### config.mk
export PLATFORM = sky130hd
export DESIGN_NAME = sdram_pattern_tester
export DESIGN_NICKNAME = d
export VERILOG_FILES = /design/src/rtl/sdram_test_pkg.sv /design/src/rtl/sdram_pattern_gen.sv /design/src/rtl/sdram_pattern_tester.sv
export SDC_FILE = /design/constraint.sdc
export NUM_CORES = 1
export LEC_CHECK = 0
export ABC_AREA = 1
export CAP_MARGIN = 5
export CORE_MARGIN = 4
export CORE_UTILIZATION = 58
export DETAILED_ROUTE_END_ITERATION = 8
export GPL_ROUTABILITY_DRIVEN = 0
export PLACE_DENSITY_LB_ADDON = 0.25
export SYNTH_ARGS = -nofsm -noshare
export SYNTH_HDL_FRONTEND = slang
export SYNTH_SLANG_ARGS = --single-unit
### constraint.sdc
create_clock -name inputClock -period 3.1 [get_ports inputClock]
set_clock_uncertainty 0.15 [all_clocks]
set_input_delay 0.62 -clock inputClock [delete_from_list [all_inputs] [get_ports inputClock]]
set_output_delay 0.62 -clock inputClock [all_outputs]
set_load 0.03 [all_outputs]
### src/rtl/sdram_test_pkg.sv
// Shared state/pattern types and constants for the SDRAM pattern tester.
// Used by sdram_pattern_gen and sdram_pattern_tester.
package sdram_test_pkg;

    typedef enum logic [2:0] {
        ST_IDLE    = 3'd0,
        ST_WR_REQ  = 3'd1,
        ST_WR_WAIT = 3'd2,
        ST_RD_REQ  = 3'd3,
        ST_RD_WAIT = 3'd4,
        ST_DONE    = 3'd5,
        ST_FAIL    = 3'd6
    } tester_state_e;

    typedef enum logic [1:0] {
        PAT_CONST    = 2'd0,
        PAT_ADDR     = 2'd1,
        PAT_INV_ADDR = 2'd2,
        PAT_WALK_ONE = 2'd3
    } pattern_sel_e;

    localparam logic [31:0] PATTERN_CONST = 32'h0000_0100;

    function automatic pattern_sel_e next_pattern(input pattern_sel_e sel);
        return pattern_sel_e'(2'(sel) + 2'd1);
    endfunction

endpackage

### src/rtl/sdram_pattern_gen.sv
// Combinational test-pattern generator: (address, pattern select) -> data.
// One instance feeds both the write data and the read-compare reference.
module sdram_pattern_gen
    import sdram_test_pkg::*;
#(
    parameter int ADDR_W = 25,
    parameter int DATA_W = 16
) (
    input  logic [ADDR_W-1:0] addr_i,
    input  pattern_sel_e      sel_i,
    output logic [DATA_W-1:0] data_o
);

    logic [DATA_W-1:0] addr_fit;
    logic [ADDR_W-1:0] bit_idx;
    logic [DATA_W-1:0] walk;

    if (DATA_W > ADDR_W) begin : g_ext
        assign addr_fit = {{(DATA_W-ADDR_W){1'b0}}, addr_i};
    end else begin : g_trunc
        assign addr_fit = addr_i[DATA_W-1:0];
    end

    assign bit_idx = addr_i % ADDR_W'(DATA_W);
    assign walk    = DATA_W'(1) << bit_idx;

    always_comb begin
        unique case (sel_i)
            PAT_ADDR:     data_o = addr_fit;
            PAT_INV_ADDR: data_o = ~addr_fit;
            PAT_WALK_ONE: data_o = walk;
            default:      data_o = PATTERN_CONST[DATA_W-1:0];
        endcase
    end

endmodule

### src/rtl/sdram_pattern_tester.sv
// Write-then-read-back SDRAM pattern tester with first-failure capture.
// Define SDRAM_TESTER_LOOP_EN to repeat passes with a rotating pattern.
module sdram_pattern_tester
    import sdram_test_pkg::*;
#(
    parameter int          ADDR_W     = 25,
    parameter int          DATA_W     = 16,
    parameter int unsigned START_ADDR = 0,
    parameter int unsigned END_ADDR   = 100
) (
    input  logic              inputClock,
    input  logic              reset_n,
    input  logic              start,
    input  logic [1:0]        patternSel,
    input  logic              isBusy,
    input  logic              inputDataAvailable,
    input  logic [DATA_W-1:0] inputData,
    output logic              isWriting,
    output logic              outputValid,
    output logic [ADDR_W-1:0] outputAddress,
    output logic [DATA_W-1:0] outputData,
    output logic              running,
    output logic              compareError,
    output logic              completedSuccess,
    output logic [ADDR_W-1:0] errorAddress,
    output logic [DATA_W-1:0] errorExpected,
    output logic [DATA_W-1:0] errorActual,
    output logic [15:0]       passCount
);

    localparam logic [ADDR_W-1:0] FIRST = ADDR_W'(START_ADDR);
    localparam logic [ADDR_W-1:0] LAST  = ADDR_W'(END_ADDR);

    tester_state_e     state_q, state_d;
    pattern_sel_e      sel_q, sel_d;
    logic [ADDR_W-1:0] addr_q, addr_d;
    logic              got_q, got_d;
    logic              valid_q, valid_d;
    logic              wr_q, wr_d;
    logic [ADDR_W-1:0] oaddr_q, oaddr_d;
    logic [DATA_W-1:0] odata_q, odata_d;
    logic              run_q, run_d;
    logic              err_q, err_d;
    logic              ok_q, ok_d;
    logic [ADDR_W-1:0] eaddr_q, eaddr_d;
    logic [DATA_W-1:0] eexp_q, eexp_d;
    logic [DATA_W-1:0] eact_q, eact_d;
    logic [15:0]       pass_q, pass_d;

    logic              fail_now;
    logic [DATA_W-1:0] fail_act;
    logic              read_done;
    logic [DATA_W-1:0] pat_data;

    sdram_pattern_gen #(
        .ADDR_W (ADDR_W),
        .DATA_W (DATA_W)
    ) u_gen (
        .addr_i (addr_d),
        .sel_i  (sel_d),
        .data_o (pat_data)
    );

    always_comb begin
        state_d   = state_q;
        sel_d     = sel_q;
        addr_d    = addr_q;
        got_d     = got_q;
        run_d     = run_q;
        err_d     = err_q;
        ok_d      = ok_q;
        eaddr_d   = eaddr_q;
        eexp_d    = eexp_q;
        eact_d    = eact_q;
        pass_d    = pass_q;
        fail_now  = 1'b0;
        fail_act  = '0;
        read_done = 1'b0;

        unique case (state_q)
            ST_IDLE: begin
                if (start && !isBusy) begin
                    state_d = ST_WR_REQ;
                    sel_d   = pattern_sel_e'(patternSel);
                    addr_d  = FIRST;
                    run_d   = 1'b1;
                    err_d   = 1'b0;
                    ok_d    = 1'b0;
                    eaddr_d = '0;
                    eexp_d  = '0;
                    eact_d  = '0;
                    pass_d  = '0;
                end
            end
            ST_WR_REQ: begin
                if (isBusy) state_d = ST_WR_WAIT;
            end
            ST_WR_WAIT: begin
                if (!isBusy) begin
                    if (addr_q == LAST) begin
                        addr_d  = FIRST;
                        state_d = ST_RD_REQ;
                    end else begin
                        addr_d  = addr_q + ADDR_W'(1);
                        state_d = ST_WR_REQ;
                    end
                end
            end
            ST_RD_REQ: begin
                if (isBusy) begin
                    state_d = ST_RD_WAIT;
                    got_d   = 1'b0;
                end
            end
            ST_RD_WAIT: begin
                // A strobe in the same cycle as busy falling is compared first.
                if (inputDataAvailable) begin
                    got_d = 1'b1;
                    if (inputData != odata_q) begin
                        fail_now = 1'b1;
                        fail_act = inputData;
                    end else if (!isBusy) begin
                        read_done = 1'b1;
                    end
                end else if (!isBusy) begin
                    if (!got_q) fail_now  = 1'b1;
                    else        read_done = 1'b1;
                end
            end
            ST_DONE, ST_FAIL: begin
                if (!start) state_d = ST_IDLE;
            end
            default: state_d = ST_IDLE;
        endcase

        if (fail_now) begin
            state_d = ST_FAIL;
            run_d   = 1'b0;
            err_d   = 1'b1;
            eaddr_d = addr_q;
            eexp_d  = odata_q;
            eact_d  = fail_act;
        end

        if (read_done) begin
            if (addr_q == LAST) begin
                pass_d = (pass_q == 16'hFFFF) ? pass_q : pass_q + 16'd1;
`ifdef SDRAM_TESTER_LOOP_EN
                if (start) begin
                    state_d = ST_WR_REQ;
                    addr_d  = FIRST;
                    sel_d   = next_pattern(sel_q);
                end else begin
                    state_d = ST_DONE;
                    run_d   = 1'b0;
                    ok_d    = 1'b1;
                end
`else
                state_d = ST_DONE;
                run_d   = 1'b0;
                ok_d    = 1'b1;
`endif
            end else begin
                addr_d  = addr_q + ADDR_W'(1);
                state_d = ST_RD_REQ;
            end
        end

        // Request outputs are registered from the next state.
        valid_d = (state_d == ST_WR_REQ) || (state_d == ST_RD_REQ);
        wr_d    = (state_d == ST_WR_REQ);
        oaddr_d = valid_d ? addr_d : oaddr_q;
        odata_d = valid_d ? pat_data : odata_q;
    end

    always_ff @(posedge inputClock or negedge reset_n) begin
        if (!reset_n) begin
            state_q <= ST_IDLE;
            sel_q   <= PAT_CONST;
            addr_q  <= '0;
            got_q   <= 1'b0;
            valid_q <= 1'b0;
            wr_q    <= 1'b0;
            oaddr_q <= '0;
            odata_q <= '0;
            run_q   <= 1'b0;
            err_q   <= 1'b0;
            ok_q    <= 1'b0;
            eaddr_q <= '0;
            eexp_q  <= '0;
            eact_q  <= '0;
            pass_q  <= '0;
        end else begin
            state_q <= state_d;
            sel_q   <= sel_d;
            addr_q  <= addr_d;
            got_q   <= got_d;
            valid_q <= valid_d;
            wr_q    <= wr_d;
            oaddr_q <= oaddr_d;
            odata_q <= odata_d;
            run_q   <= run_d;
            err_q   <= err_d;
            ok_q    <= ok_d;
            eaddr_q <= eaddr_d;
            eexp_q  <= eexp_d;
            eact_q  <= eact_d;
            pass_q  <= pass_d;
        end
    end

    assign isWriting        = wr_q;
    assign outputValid      = valid_q;
    assign outputAddress    = oaddr_q;
    assign outputData       = odata_q;
    assign running          = run_q;
    assign compareError     = err_q;
    assign completedSuccess = ok_q;
    assign errorAddress     = eaddr_q;
    assign errorExpected    = eexp_q;
    assign errorActual      = eact_q;
    assign passCount        = pass_q;

endmodule

==> reports/results.ini <==
[run_status]
status=completed

[cts]
cts_tree=built
cts_hold_buf=0
cts_made_buffers=17
post_cts_buffers=0
cts_sinks=150
clock_latency_ps=430
root_buffer=clkbuf_16
cts-htree-levels=4
clkSlewWorstSetupHoldPaths_ps=60
cts_buffer_depth=2
cts.repair.resized=0

[drt]
wl_per_cell_um=16.82
num_vias=8479
drc=0
drtIter0Drc=989
drt-total-wl_um=24690
viasPerCell=5.776
drtPass1Iterations=5
ant_nets=0

[floorplanning]
start_util_pct=60.07
die_h_um=128.6
core_area_um2=14040
ios=142
row_count=43
die_w_um=128.6
dieArea_um2=16540

[logic_synthesis]
synth.distinct_cells=55
synthAdderAreaFrac_pct=0.4450
async_flop_share_pct=100.0
synthTopCellsByArea=dfrtp_1, nand2_1, nand3_1
synth_nets=1157
synth_edf_count=0
synthXorXnorAreaFrac_pct=1.557
netlist_top_cells_count=nand2_1, dfrtp_1, nand3_1
syn_inst=1131
synth_compound_area_share_pct=12.59
synth_top_area_cell=dfrtp_1
yosysSeqAreaShare_pct=44.50
synth_top_family_by_area=simple AND/OR/NAND/NOR gates
ys_seq_elements=150
synth.top_cell.area_share_pct=44.50
avgSynthCellArea_um2=7.459
ys.flop_type=dfrtp_1
muxShareOfSynthArea_pct=0
synth.most_common_cell=nand2_1
synth_area_um2=8436
yosysWarnings=0
synthSimpleGateAreaFrac_pct=33.19

[sta]
fin_setup_tns_ps=0
hold_ws_ps=26.38
slew_headroom_pct=57.42
setup_viol=0
rsz0062_at_grt=false
finalCritPeriodShare_pct=92.72
period_minus_slack_ps=2874
final-max-slew-violation-count=0
max_freq_mhz=347.9
final-hold-violation-count=0
worst_pin_slew_ps=638.6

[setup_path]
cp_slowest_cell=clkdlybuf4s50_1
required_ps=3320
cpPeakStageDelay_ps=490
crit_fanout=31
worstPathArrival_ps=3090
crit_chain=clkdlybuf4s50_1 > inv_1 > nand2_1 > nand2_1 > nor2_1 > nand2_1 > nor2_2 > nand3_2 > nand2_4 > nand2_4 > buf_12 > nand2_1 > nand2_1 > nor2_2 > nand3_1 > nand2_1 > nand2_1 > nand2_1
worstSetupPathType=in2reg
cpMostUsedCell=nand2_1
critPathBufInv=3
critPathLaunchType=input port
endpoint_kind=flop
cp_top_family=simple AND/OR/NAND/NOR gates

[global_routing]
grt_usage_pct=30.75
grt_pass1_vias=8049
antenna_found_initial=0
grt_pass1_wl_um=40360
grt_start_max_net_pins=68
overflow=0

[power_and_ir_drop]
peakVddDrop_mv=0.6339
p_per_area_nw_per_um2=981.2
leakage_nw=4.989

[cells_and_area]
layout.nets=1302
drive_above_1_share_pct=10.33
n_fill_cell=1057
areaGrowthSynthToFinish_pct=27.16
antenna_cells=0

[job]
maxCapViolations=0

[place]
io_buffers=141
hpwlAfterDp_um=17760

[hold_path]
hold_class=in2async

==> sequential cells by signal, indices dropped and copies added (netlist names) <==
signal            cells
state_q               3
errorExpected        16
sel_q                 2
compareError          1
completedSuccess      1
outputValid           1
passCount            16
outputData           16
addr_q               25
running               1
errorAddress         25
got_q                 1
isWriting             1
outputAddress        25
errorActual          16
==> layout by cell type (no fill, tap or decap), types with 14 or more instances in the layout <==
cell type / n
inv_2: 16
nor2_1: 102
clkbuf_16: 17
buf_4: 24
clkdlybuf4s50_1: 140
dfrtp_1: 150
o21ai_0: 99
nand2_1: 326
a21oi_1: 27
nand3_1: 117
inv_1: 91
xor2_1: 14
a31oi_1: 19
nand4_1: 14
==> stage by stage <==
step	utilization [%]	instance area (µm²)	cells	power [mW]	setup slack, ps
finish	76.39	10730	1468	10.53	225.8
detailed placement	72.18	10140	1437	8.361	-114.1
global route	76.39	10730	1468	11.16	11.37
floorplan	-	8436	1131	6.364	681.2
CTS	76.39	10730	1468	10.49	290.7
global placement	72.18	10140	1437	8.256	-36.36
==> kinds of logic after synthesis <==
family / count (synthesis)
flip-flops: 150
AND/OR/NAND/NOR: 626
buffers and inverters: 154
XOR/XNOR: 15
adder cells (fa/ha/maj): 3
AO/OA/AOI/OAI: 183
==> power by group <==
part           switching (mW)  total [mW]  internal, mW
clock                   0.799        2.10          1.30
sequential              0.588        3.21          2.62
combinational            3.32        5.22          1.90
==> worst paths after layout <==
kind                           startpoint             end  slack [ps]  depth (start not counted)
max in group asynchronous         reset_n  errorActual[7]        1960                          2
setup / recovery            inputData[12]  outputData[12]         230                         18
hold / removal                    reset_n    passCount[0]          30                          1
setup reg to reg           outputData[12]  outputData[12]         400                         17
min in group inputClock      compareError    compareError         330                          2
hold reg to reg              compareError    compareError         330                          2
==> per-layer routing <==
metal,GRT usage [%],wire length (µm)
met5,0,0
met4,12.48,741
met3,6.808,2533
met2,46.95,11300
met1,42.91,10110
==> area by class of cell <==
class,count,area (µm²),share of cell area (%)
tap,180,225.2,2.100
multi-input combinational,827,4031,37.58
clock buffer,22,464.2,4.328
inverter,109,412.9,3.849
timing repair buffer,171,1713,15.97
sequential,150,3754,34.99
clock inverter,9,126.4,1.178
Note: power is estimated with default switching activity, not from simulation.
